`src/rtl/exec_stage_m.sv`:
```
// RV32 execute stage: single-cycle integer ALU plus an iterative RV32M engine
// (one multiplier/quotient bit per cycle) that stalls ID/EX while occupied.
module exec_stage_m #(
    parameter int XLEN = 32
) (
    input  logic            clk,
    input  logic            rst,
    input  logic            i_hold,
    input  logic            i_flush,
    input  logic            i_in_valid,
    output logic            o_in_ready,
    input  logic [4:0]      i_op,
    input  logic [XLEN-1:0] i_src1,
    input  logic [XLEN-1:0] i_src2,
    input  logic [XLEN-1:0] i_pc,
    input  logic [XLEN-1:0] i_imm,
    input  logic            i_use_pc,
    input  logic            i_use_imm,
    input  logic [4:0]      i_rd_in,
    input  logic            i_regwrite_in,
    output logic            o_out_valid,
    output logic [XLEN-1:0] o_result,
    output logic [4:0]      o_rd_out,
    output logic            o_regwrite_out,
    output logic            o_busy
);

    localparam int CNT_W = $clog2(XLEN) + 1;
    localparam int SH_W  = $clog2(XLEN);

    localparam logic [4:0] OP_ADD    = 5'd0;
    localparam logic [4:0] OP_SUB    = 5'd1;
    localparam logic [4:0] OP_AND    = 5'd2;
    localparam logic [4:0] OP_OR     = 5'd3;
    localparam logic [4:0] OP_XOR    = 5'd4;
    localparam logic [4:0] OP_SLL    = 5'd5;
    localparam logic [4:0] OP_SRL    = 5'd6;
    localparam logic [4:0] OP_SRA    = 5'd7;
    localparam logic [4:0] OP_SLT    = 5'd8;
    localparam logic [4:0] OP_SLTU   = 5'd9;
    localparam logic [4:0] OP_MUL    = 5'd16;
    localparam logic [4:0] OP_MULH   = 5'd17;
    localparam logic [4:0] OP_MULHSU = 5'd18;
    localparam logic [4:0] OP_DIV    = 5'd20;
    localparam logic [4:0] OP_REM    = 5'd22;

    typedef enum logic [1:0] {S_IDLE, S_MUL, S_DIV} state_t;

    function automatic logic [XLEN-1:0] f_alu(input logic [4:0] op,
                                              input logic [XLEN-1:0] a,
                                              input logic [XLEN-1:0] b);
        logic [SH_W-1:0] sh;
        sh = b[SH_W-1:0];
        case (op)
            OP_ADD:  return a + b;
            OP_SUB:  return a - b;
            OP_AND:  return a & b;
            OP_OR:   return a | b;
            OP_XOR:  return a ^ b;
            OP_SLL:  return a << sh;
            OP_SRL:  return a >> sh;
            OP_SRA:  return $signed(a) >>> sh;
            OP_SLT:  return {{(XLEN-1){1'b0}}, ($signed(a) < $signed(b))};
            OP_SLTU: return {{(XLEN-1){1'b0}}, (a < b)};
            default: return '0;
        endcase
    endfunction

    function automatic logic [XLEN-1:0] f_cneg(input logic neg, input logic [XLEN-1:0] v);
        return neg ? -v : v;
    endfunction

    function automatic logic [2*XLEN-1:0] f_cneg2(input logic neg, input logic [2*XLEN-1:0] v);
        return neg ? -v : v;
    endfunction

    state_t              r_state, w_state_nx;
    logic [CNT_W-1:0]    r_cnt, w_cnt_nx;
    logic                r_out_valid, w_ov_nx;
    logic [XLEN-1:0]     r_result;
    logic [4:0]          r_rd_out;
    logic                r_rw_out;

    logic [4:0]          r_op;
    logic [4:0]          r_rd;
    logic                r_rw;
    logic                r_neg;
    logic                r_neg_rem;
    logic [XLEN-1:0]     r_x;
    logic [2*XLEN-1:0]   r_y;
    logic [2*XLEN-1:0]   r_z;

    logic [XLEN-1:0]     w_a, w_b, w_mag_a, w_mag_b, w_base_res, w_m_res;
    logic                w_accept, w_is_m, w_is_div, w_sa, w_sb, w_div0, w_ovf;
    logic                w_ld_base, w_ld_fin, w_start, w_step;
    logic [2*XLEN-1:0]   w_mul_acc_nx, w_mul_p;
    logic [XLEN:0]       w_rem_sh, w_rem_nx;
    logic                w_rem_ge;
    logic [XLEN-1:0]     w_quo_nx, w_quo, w_rem;

    assign w_a        = i_use_pc  ? i_pc  : i_src1;
    assign w_b        = i_use_imm ? i_imm : i_src2;
    assign o_in_ready = (r_state == S_IDLE) && !i_hold;
    assign w_accept   = i_in_valid && o_in_ready && !i_flush;

    // Operand signs and divide special cases are decided at acceptance.
    assign w_is_m   = (i_op[4:3] == 2'b10);
    assign w_is_div = w_is_m && i_op[2];
    assign w_sa     = w_a[XLEN-1] && (i_op == OP_MUL || i_op == OP_MULH || i_op == OP_MULHSU
                                      || i_op == OP_DIV || i_op == OP_REM);
    assign w_sb     = w_b[XLEN-1] && (i_op == OP_MUL || i_op == OP_MULH
                                      || i_op == OP_DIV || i_op == OP_REM);
    assign w_mag_a  = f_cneg(w_sa, w_a);
    assign w_mag_b  = f_cneg(w_sb, w_b);
    assign w_div0   = w_is_div && (w_b == '0);
    assign w_ovf    = w_is_div && !i_op[0] && (w_a == {1'b1, {(XLEN-1){1'b0}}}) && (w_b == '1);

    always_comb begin
        w_base_res = f_alu(i_op, w_a, w_b);
        if (w_div0)
            w_base_res = i_op[1] ? w_a : '1;
        else if (w_ovf)
            w_base_res = i_op[1] ? '0 : w_a;
    end

    assign w_mul_acc_nx = r_z + (r_x[0] ? r_y : '0);
    assign w_rem_sh     = {r_z[XLEN-1:0], r_x[XLEN-1]};
    assign w_rem_ge     = (w_rem_sh >= {1'b0, r_y[XLEN-1:0]});
    assign w_rem_nx     = w_rem_ge ? (w_rem_sh - {1'b0, r_y[XLEN-1:0]}) : w_rem_sh;
    assign w_quo_nx     = {r_x[XLEN-2:0], w_rem_ge};

    // Sign fix applies to the final step's value, written on the last edge.
    assign w_mul_p = f_cneg2(r_neg, w_mul_acc_nx);
    assign w_quo   = f_cneg(r_neg, w_quo_nx);
    assign w_rem   = f_cneg(r_neg_rem, w_rem_nx[XLEN-1:0]);

    always_comb begin
        w_m_res = w_quo;
        if (r_state == S_MUL)
            w_m_res = (r_op == OP_MUL) ? w_mul_p[XLEN-1:0] : w_mul_p[2*XLEN-1:XLEN];
        else if (r_op[1])
            w_m_res = w_rem;
    end

    always_ff @(posedge clk or negedge rst) begin
        if (!rst)
            r_state <= S_IDLE;
        else
            r_state <= w_state_nx;
    end

    always_comb begin
        w_state_nx = r_state;
        w_cnt_nx   = r_cnt;
        w_ov_nx    = r_out_valid;
        w_ld_base  = 1'b0;
        w_ld_fin   = 1'b0;
        w_start    = 1'b0;
        w_step     = 1'b0;
        if (i_flush) begin
            w_state_nx = S_IDLE;
            w_cnt_nx   = '0;
            w_ov_nx    = 1'b0;
        end else if (!i_hold) begin
            case (r_state)
                S_IDLE: begin
                    w_ov_nx = 1'b0;
                    if (w_accept) begin
                        if (w_is_m && !w_div0 && !w_ovf) begin
                            w_start    = 1'b1;
                            w_state_nx = w_is_div ? S_DIV : S_MUL;
                            w_cnt_nx   = CNT_W'(XLEN);
                        end else begin
                            w_ld_base = 1'b1;
                            w_ov_nx   = 1'b1;
                        end
                    end
                end
                default: begin
                    w_step   = 1'b1;
                    w_cnt_nx = r_cnt - CNT_W'(1);
                    w_ov_nx  = 1'b0;
                    if (r_cnt == CNT_W'(1)) begin
                        w_ld_fin   = 1'b1;
                        w_ov_nx    = 1'b1;
                        w_state_nx = S_IDLE;
                    end
                end
            endcase
        end
    end

    always_ff @(posedge clk or negedge rst) begin
        if (!rst) begin
            r_cnt       <= '0;
            r_out_valid <= 1'b0;
            r_result    <= '0;
            r_rd_out    <= '0;
            r_rw_out    <= 1'b0;
        end else begin
            r_cnt       <= w_cnt_nx;
            r_out_valid <= w_ov_nx;
            if (w_ld_base) begin
                r_result <= w_base_res;
                r_rd_out <= i_rd_in;
                r_rw_out <= i_regwrite_in;
            end else if (w_ld_fin) begin
                r_result <= w_m_res;
                r_rd_out <= r_rd;
                r_rw_out <= r_rw;
            end else if (!w_ov_nx) begin
                r_rw_out <= 1'b0;
            end
        end
    end

    // M engine datapath: r_x is multiplier/quotient, r_y multiplicand/divisor,
    // r_z the running product/partial remainder.
    always_ff @(posedge clk) begin
        if (w_start) begin
            r_op      <= i_op;
            r_rd      <= i_rd_in;
            r_rw      <= i_regwrite_in;
            r_neg     <= w_sa ^ w_sb;
            r_neg_rem <= w_sa;
            r_x       <= w_is_div ? w_mag_a : w_mag_b;
            r_y       <= {{XLEN{1'b0}}, (w_is_div ? w_mag_b : w_mag_a)};
            r_z       <= '0;
        end else if (w_step) begin
            if (r_state == S_MUL) begin
                r_z <= w_mul_acc_nx;
                r_y <= {r_y[2*XLEN-2:0], 1'b0};
                r_x <= {1'b0, r_x[XLEN-1:1]};
            end else begin
                r_z <= {{(XLEN-1){1'b0}}, w_rem_nx};
                r_x <= w_quo_nx;
            end
        end
    end

    assign o_out_valid    = r_out_valid;
    assign o_result       = r_result;
    assign o_rd_out       = r_rd_out;
    assign o_regwrite_out = r_rw_out;
    assign o_busy         = (r_state != S_IDLE);

endmodule

```
`config.mk`:
```
export PLATFORM = sky130hd
export DESIGN_NAME = exec_stage_m
export DESIGN_NICKNAME = d
export VERILOG_FILES = /design/src/rtl/exec_stage_m.sv
export SDC_FILE = /design/constraint.sdc
export NUM_CORES = 2
export LEC_CHECK = 0
export ABC_AREA = 1
export CAP_MARGIN = 20
export CORE_MARGIN = 5
export CORE_UTILIZATION = 33
export DETAILED_ROUTE_END_ITERATION = 7
export GPL_TIMING_DRIVEN = 0
export SYNTH_ARGS = -nofsm -noshare
export SYNTH_HDL_FRONTEND = slang
export SYNTH_SLANG_ARGS = --single-unit
```
`constraint.sdc`:
```
create_clock -name clk -period 4.85 [get_ports clk]
set_input_delay 0.97 -clock clk [delete_from_list [all_inputs] [get_ports clk]]
set_output_delay 0.97 -clock clk [all_outputs]
set_load 0.02 [all_outputs]
```
==> flow_summary.ini <==
[run_status]
outcome = complete, but fails checks
violations = setup timing

[cts]
cts_buffer_depth = 3
clk_pin_slew_worst_paths_ns = 0.06
tritoncts = built
cts_sinks = 220
clk_latency_ns = 0.66
cts_max_level = 1
cts_buffers = 30
cts-root-buf = clkbuf_16

[die]
die_h_um = 336
core_area_mm2 = 0.105
pin_count = 187
die_width_um = 336
fp.dieArea_mm2 = 0.113
rows = 119
start_util = 0.333

[power_and_ir_drop]
cellPowerDensity_mw_per_mm2 = 412
finalPower_mw = 16.9
p_leak_nw = 20.3
peakVddDrop_mv = 0.347

[logic_synthesis]
syn_inst = 6292
async_reset_ff_frac = 0.214
synth_fp_nets = 6642
ys_seq_elements = 220
ys_seq_area_frac = 0.154
netlist_area_mm2 = 0.0351
synth_edf_count = 77
synth_ff_type = dfxtp_1
avgSynthCellArea_um2 = 5.57
ys_types = 83
yosysWarnings = 0

[route]
drc = 0
vias_per_cell = 5.70
first_pass_iters = 7
vias = 45400
ant_nets = 0
totalWireLength_um = 224000
wl_per_cell_um = 28.1
drt-initial-drc-count = 4957

[finish]
instances_no_fill = 7967
area_delta_synth_final_pct = 16.9
drive_above_1_share = 0.0950
layout_common_cells = 1882 x nand2_1, 858 x inv_1, 556 x nor2_1
fin_util = 0.389
nets = 6896
final_common_cell = nand2_1

[sta]
tightest_slew_ns = 1.24
slew_headroom = 0.163
post-route-min-period_ns = 5.04
hold_viol_final = 0
setup_ws_ns = -0.190
holdWs_ns = 0.410
rsz0062_at_grt = true
fin_skew_ns = 0.0600
max_freq_mhz = 198
slew_violations = 0
timing.final.crit_share = 1.04
finalSetupViolCount = 5

[global_route]
grt_overflow = 0
antenna_found_initial = 13
grt_max_degree = 33
grtUsageTotal = 0.378
grt_pass1_wl_um = 308000
grt_pass1_vias = 42600

[worst_setup_path]
arrival_ns = 5.56
cp_max_fo = 10
critPathLaunch = i_op[4]
cp_slowest_stage_delay_ns = 0.68
worstPathCellList = clkdlybuf4s50_1 > clkinv_1 > nand2_1 > inv_1 > nand2_1 > clkinvlp_4 > clkbuf_1 > a21oi_1 > nand3_1 > nor3_2 > nand4_1 > a21oi_1 > a21oi_1
crit_required_ns = 5.37
start_kind = input port
path_delay_family = buffers and inverters
cp_slowest_cell = clkdlybuf4s50_1
crit_path_end_kind = register
cpMostUsedCell = a21oi_1
worstSetupPathType = input port to register
cp_num_buf_inv = 5
r2r-start = r_x[0]

[placed_design]
post-place-cells = 7876
io_buffers = 185
hpwl_um = 187000
place_congestion = 1.10
place_ws_ns = -1.95

[worst_hold_path]
hold_class = input port to async pin

[run]
max_cap_violations = 0
Yosys cell counts, types with 43 or more instances:
| master | number | area share |
|---|---|---|
| nand2_1 | 1936 | 0.21 |
| inv_1 | 875 | 0.094 |
| nor2_1 | 573 | 0.061 |
| o21ai_0 | 489 | 0.070 |
| nand3_1 | 487 | 0.069 |
| a21oi_1 | 358 | 0.051 |
| ha_1 | 200 | 0.071 |
| clkbuf_1 | 133 | 0.014 |
| dfxtp_1 | 96 | 0.055 |
| o211ai_1 | 84 | 0.018 |
| xor2_1 | 81 | 0.020 |
| edfxtp_1 | 77 | 0.066 |
| nand4_1 | 72 | 0.013 |
| nor3_1 | 59 | 0.0084 |
| nand2_2 | 54 | 0.0096 |
| dfrtp_1 | 47 | 0.034 |
| inv_2 | 46 | 0.0049 |
| buf_2 | 45 | 0.0064 |
| o21ai_1 | 43 | 0.0061 |
cell families after synthesis:
logic type                 after synthesis  share of synthesized area
AOI/OAI and AO/OA                     1248                      0.207
xor gates and xnor gates                86                     0.0215
adders and majority gates              204                     0.0736
buffers and inverters                 1168                      0.132
DFF                                    220                      0.154
muxes                                   10                    0.00285
and+or+nand+nor                       3356                      0.409
worst paths after layout:
path | cells after the start | slack, ns | to
setup / recovery | 13 | -0.19 | o_result[24]
hold / removal | 1 | 0.41 | r_cnt[1]
setup reg to reg | 24 | 0 | o_result[2]
hold reg to reg | 2 | 0.47 | o_regwrite_out
max in group asynchronous | 2 | 3.76 | o_result[1]
min in group clk | 2 | 0.47 | o_regwrite_out
layout make-up:
type	count	area, um2
multi-input combinational	4904	25800
buffer	220	1150
clock buffer	41	855
antenna	6	15.0
clock inverter	15	190
tap	1391	1740
fill	12000	64400
timing repair buffer	236	2270
sequential	220	5430
inverter	934	3540
what timing repair did:
item,in CTS,in global routing
resized for setup,153,155
hold buffers,0,0
buffers inserted,19,24
pin swaps,10,23
hold endpoints to repair,0,0
setup endpoints to repair,203,108
per-stage QoR:
stage / setup TNS (ns) / cell area [um2]
2_1_floorplan: 0 / 35100
6_report: -0.498 / 41000
3_5_place_dp: -279.98 / 38800
3_3_place_gp: -405.32 / 38700
5_1_grt: -0.121 / 41000
4_1_cts: -0.00886 / 40400
flip-flops by register name, indices dropped and copies added, names as in the netlist:
register / cells
r_z: 64
o_rd_out: 5
o_result: 32
r_state: 2
r_y: 64
r_neg: 1
o_out_valid: 1
r_rw: 1
r_neg_rem: 1
r_x: 32
r_cnt: 6
o_regwrite_out: 1
r_op: 5
r_rd: 5
worst register-to-register path, cell delays in order (launching register included):
cell       delay (ns)
edfxtp_1         0.52
clkbuf_16        0.25
buf_4            0.16
nand2_1          0.06
inv_1            0.04
ha_1             0.27
buf_4            0.17
nand2_1          0.08
nand2_1          0.10
inv_1            0.09
nand2_1          0.13
nand3_1          0.14
nand3_2          0.15
nand2_1          0.09
nand2_1          0.21
nor2_1           0.25
nand3_4          0.12
nor2_4           0.14
nand2_1          0.12
nor2_2           0.17
nand2_1          0.12
o21ai_4          0.19
a21oi_1          0.11
o211ai_1         0.85
nand3_1          0.19
routing by layer:
| layer | wire length, um | global-route usage | vias to the layer above | share of wire |
|---|---|---|---|---|
| li1 | - | - | 21100 | - |
| met1 | 84200 | 0.438 | 21300 | 0.38 |
| met2 | 99400 | 0.619 | 2356 | 0.44 |
| met3 | 16800 | 0.0567 | 699 | 0.075 |
| met4 | 23300 | 0.307 | 10 | 0.10 |
| met5 | 67 | 0 | - | 0.00030 |
report_power, final:
group          internal [mW]  switching, mW
Combinational           3.17           8.33
Sequential              2.33          0.632
Clock                   1.40           1.02
Total                   6.90           9.98
Power figures use the tool's default switching activity.
